`config.mk`:
```
export PLATFORM = sky130hd
export DESIGN_NAME = minibyte_gendemux_reg
export DESIGN_NICKNAME = d
export VERILOG_FILES = /design/src/rtl/minibyte_gendemux_reg.sv
export SDC_FILE = /design/constraint.sdc
export NUM_CORES = 1
export LEC_CHECK = 0
export BUFFER_PORTS_ARGS = -buffer_cell sky130_fd_sc_hd__buf_2
export CAP_MARGIN = 20
export CORE_ASPECT_RATIO = 0.75
export CORE_MARGIN = 10
export CORE_UTILIZATION = 48
export DETAILED_ROUTE_END_ITERATION = 10
export PLACE_DENSITY = 0.76
export REMOVE_ABC_BUFFERS = 1
export SKIP_LAST_GASP = 1
export SYNTH_ARGS = -nofsm -noshare
export SYNTH_HDL_FRONTEND = slang
export SYNTH_SLANG_ARGS = --single-unit
```
`constraint.sdc`:
```
create_clock -name clk_in -period 3.2 [get_ports clk_in]
set_input_delay 0.8 -clock clk_in [delete_from_list [all_inputs] [get_ports clk_in]]
set_output_delay 0.8 -clock clk_in [all_outputs]
set_load 0.02 [all_outputs]
```
`src/rtl/minibyte_gendemux_reg.sv`:
```
// minibyte_gendemux_reg: registered 1-to-2 demux steering one byte stream into two valid/ready holding channels
module minibyte_gendemux_reg #(
  parameter int WIDTH     = 8,
  parameter int CNT_WIDTH = 8
) (
  input  logic                 clk_in,
  input  logic                 rst_in,
  input  logic [WIDTH-1:0]     data_in,
  input  logic                 valid_in,
  input  logic                 sel_in,
  output logic                 ready_out,
  output logic [WIDTH-1:0]     a_data_out,
  output logic                 a_valid_out,
  input  logic                 a_ready_in,
  output logic [WIDTH-1:0]     b_data_out,
  output logic                 b_valid_out,
  input  logic                 b_ready_in,
  output logic [CNT_WIDTH-1:0] a_count_out,
  output logic [CNT_WIDTH-1:0] b_count_out
);
  logic w_fill_a, w_fill_b, w_drain_a, w_drain_b;
  always_comb begin
    ready_out = ~rst_in & (sel_in ? (~b_valid_out | b_ready_in) : (~a_valid_out | a_ready_in));
    w_fill_a  = valid_in & ready_out & ~sel_in;
    w_fill_b  = valid_in & ready_out & sel_in;
    w_drain_a = a_valid_out & a_ready_in;
    w_drain_b = b_valid_out & b_ready_in;
  end
  // a channel stays full when refilled in the same cycle it drains
  always_ff @(posedge clk_in) begin
    if (rst_in) begin
      a_valid_out <= 1'b0;
      b_valid_out <= 1'b0;
      a_data_out  <= '0;
      b_data_out  <= '0;
      a_count_out <= '0;
      b_count_out <= '0;
    end else begin
      a_valid_out <= w_fill_a | (a_valid_out & ~a_ready_in);
      b_valid_out <= w_fill_b | (b_valid_out & ~b_ready_in);
      if (w_fill_a) a_data_out <= data_in;
      if (w_fill_b) b_data_out <= data_in;
      if (w_drain_a) a_count_out <= a_count_out + 1'b1;
      if (w_drain_b) b_count_out <= b_count_out + 1'b1;
    end
  end
endmodule

```
After elaboration in Yosys (flattened, before gate mapping)

Cells that the tools add are included.

Register bits: 34
Output and inout port bits: 35

Add/subtract/negate cells: 2
Multiplexer cells: 1
Bitwise operators: 18

Operator list:

| kind                | count |
|---|---|
| $add 8x1->8 const B | 2 |
| $and 1x1->1         | 8 |
| $not 1->1           | 6 |
| $or 1x1->1          | 4 |
| $mux 1              | 1 |

Depth between registers and ports, before layout

Depth after elaboration: 7
Mapped depth: 4
Mapped depth without buffers: 4

Worst setup path before layout

No wires, ideal clock.

Path kind: input -> output
Start point: input port a_ready_in
End point: output port ready_out
Arrival time: 1.659 ns
Required time: 2.400 ns
Setup slack: 0.741 ns
Stages on the path: 4
Path buffers: 1
Path through: nand2b_1 -> buf_2 -> nor2_1 -> a211oi_1

Word-level cells in the longest chain between the ends: 3

Ends and longest elaborated chain:

| item               | RTL line | text |
|---|---|---|
| start: declaration | 14       | `input logic a_ready_in,` |
| $or 1x1->1         | 23       | `ready_out = ~rst_in & (sel_in ? (~b_valid_out \| b_ready_in) : (~a_valid_out \| a_ready_in));` |
| $mux 1             | 23       |  |
| $and 1x1->1        | 23       |  |
| end: declaration   | 11       | `output logic ready_out,` |

No other way between the ends.

Final worst setup path

Ends and elaborated chain as after synthesis.

==> flow_summary.json <==
{
  "status": "completed",
  "finalWeightedCongestion": 0.763,
  "grt_use_met1_pct": 15.3,
  "boundaryPins": 49,
  "htree_levels": 2,
  "crit_path_end_kind": "output port",
  "setup_viol_count_final": 0,
  "vias": 1400,
  "area_growth_pct": 24.2,
  "period_minus_slack_ns": 2.57,
  "power_density_mw_per_mm2": 463,
  "clk_path_buf_depth": 2,
  "coreArea_mm2": 0.00289,
  "final_cell_mix": "buf_2 (48), dfxtp_1 (34), a21oi_1 (30)",
  "diodes": 0,
  "cp_cell_sequence": "buf_2, nand2b_1, nor2_1, a211oi_1, buf_2",
  "relSlewSlack_pct": 56.2,
  "syn_inst": 167,
  "max-cap-violations": 0,
  "ys_seq_elements": 34,
  "finalHoldViolCount": 0,
  "num_rows": 17,
  "cpPeakStageDelay_ns": 0.33,
  "ir_drop_v": 0.000293,
  "arrival_ns": 1.77,
  "drt_iter0_markers": 64,
  "grt_use_met2_pct": 21.6,
  "nets": 229,
  "cts_setup_buffers": 0,
  "routed_wl_mm": 3.70,
  "cts_sinks": 34,
  "dr.pass1.iters": 4,
  "path_clk_slew_ns": 0.06,
  "synthesis.area_mm2": 0.00142,
  "dieArea_mm2": 0.00556,
  "cts_tree": "done",
  "top_usage_layer": "met2",
  "min_period_over_period_pct": 80.3,
  "crit_slowest_cell": "nand2b_1",
  "die_w_um": 82.8,
  "path_max_fanout": 10,
  "ys_warn_count": 0,
  "grt_use_met3_pct": 4.26,
  "post_drt_via_cell_ratio": 5.56,
  "cts_hold_buf": 0,
  "antenna_found_initial": 0,
  "dp_hpwl_mm": 2.77,
  "grt_usage_pct": 13.0,
  "grt_pass1_wl_mm": 6.04,
  "numPortBuffers": 48,
  "fin_skew_ns": 0.00551,
  "hold_path_class": "flop to flop",
  "ys_seq_area_share_pct": 47.9,
  "drc": 0,
  "initial_core_util_pct": 49.1,
  "avgSynthCellArea_um2": 8.51,
  "grt_pass1_vias": 1308,
  "fmax_ghz": 0.389,
  "path_class": "input pin to output port",
  "cts_buffers": 5,
  "cts_resized": 0,
  "root_buffer": "clkbuf_8",
  "cp-start-kind": "input pin",
  "grt_max_degree": 40,
  "slew_viol_final": 0,
  "tightest_slew_ns": 0.657,
  "rsz0062_at_grt": "false",
  "finalPower_w": 0.000818,
  "layout.cells.most_common": "buf_2",
  "die_h_um": 67.1,
  "tns_ns": 0,
  "ant_nets": 0,
  "grt_overflow_total": 0,
  "final_layout_size_suffix_gt1_share_pct": 27.1,
  "insertion_delay_ns": 0.28,
  "crit_top_cell": "buf_2",
  "synth_cell_type_count": 27,
  "crit_required_ns": 2.40,
  "wl_per_cell_um": 14.7,
  "power.leakage_nw": 0.721
}
## routing by layer
layer | up-vias | wire (um)
li1 | 703 | -
met1 | 651 | 1690
met2 | 42 | 1800
met3 | 4 | 175
met4 | 0 | 31
met5 | - | 0
## area by class of cell
type                            count  area [um^2]
Tap cell                           38         47.5
Clock buffer                        7         86.3
Sequential cell                    34          681
Multi-Input combinational cell    120          691
Fill cell                         275         1130
Timing Repair Buffer               48          240
Inverter                            4         15.0
Clock inverter                      1         5.00
## stage by stage
step           hold slack, ns  area (um^2)  utilization, %  worst slack [ns]  std cells
2_1_floorplan           0.545         1390               -             0.732        158
3_3_place_gp            0.457         1670            57.9             0.675        244
6_report                0.476         1770            61.0             0.629        252
4_1_cts                 0.476         1770            61.0             0.628        252
3_5_place_dp            0.467         1670            57.9             0.643        244
5_1_grt                 0.489         1770            61.0             0.503        252
## synthesized netlist by cell type
cell type	n	area share, %
or4_1	4	2.1
ha_1	2	1.8
or3b_1	1	0.62
nand2_1	6	1.6
dfxtp_1	34	48
or3_1	6	2.6
inv_1	4	1.1
nor3b_2	1	0.88
nand2b_1	2	0.88
buf_1	2	0.53
o31ai_1	4	2.1
a211oi_1	1	0.53
xor2_1	2	1.2
nand3_1	22	7.7
clkbuf_1	6	1.6
and3b_1	1	0.62
buf_2	1	0.35
nor2_1	5	1.3
o21ai_0	14	4.9
nor2b_1	1	0.44
o21ai_1	8	2.8
nand4_1	4	1.8
nand4_2	2	1.8
and2b_1	1	0.53
nand3b_1	1	0.53
a21oi_1	30	11
xnor2_1	2	1.2
## where the power goes
group / internal, W / switching [W] / leakage (nW)
combinational: 0.0000211 / 0.0000419 / 0.397
clock: 0.000173 / 0.000144 / 0.0482
sequential: 0.000432 / 0.00000633 / 0.275
total: 0.000626 / 0.000192 / 0.721
## registers in the layout (all words and copies together) (netlist names)
| name | cells |
|---|---|
| b_valid_out | 1 |
| a_valid_out | 1 |
| b_data_out | 8 |
| a_data_out | 8 |
| a_count_out | 8 |
| b_count_out | 8 |
## cells by family after synthesis
family / share of synthesized area (%)
compound gates: 21.0
simple gates: 23.4
flops: 47.9
buf+inv: 3.52
xor+xnor: 2.47
fa+ha+maj: 1.76
## critical path: cells and delay by family
family | cells | cell delay, ns
and+or+nand+nor | 2 | 0.40
AOI/OAI and AO/OA | 1 | 0.22
buffers and inverters | 2 | 0.35
## final timing paths
path	startpoint	end	slack, ns	depth (start not counted)
worst max register to register	b_valid_out$_SDFF_PP0_	b_count_out[7]$_SDFFE_PP0P_	1.80	3
worst min register to register	b_data_out[1]$_SDFFE_PP0P_	b_data_out[1]$_SDFFE_PP0P_	0.48	2
worst min-delay path	b_data_out[1]$_SDFFE_PP0P_	b_data_out[1]$_SDFFE_PP0P_	0.48	2
worst max-delay path	a_ready_in	ready_out	0.63	5
(Power assumes the default switching activity.)
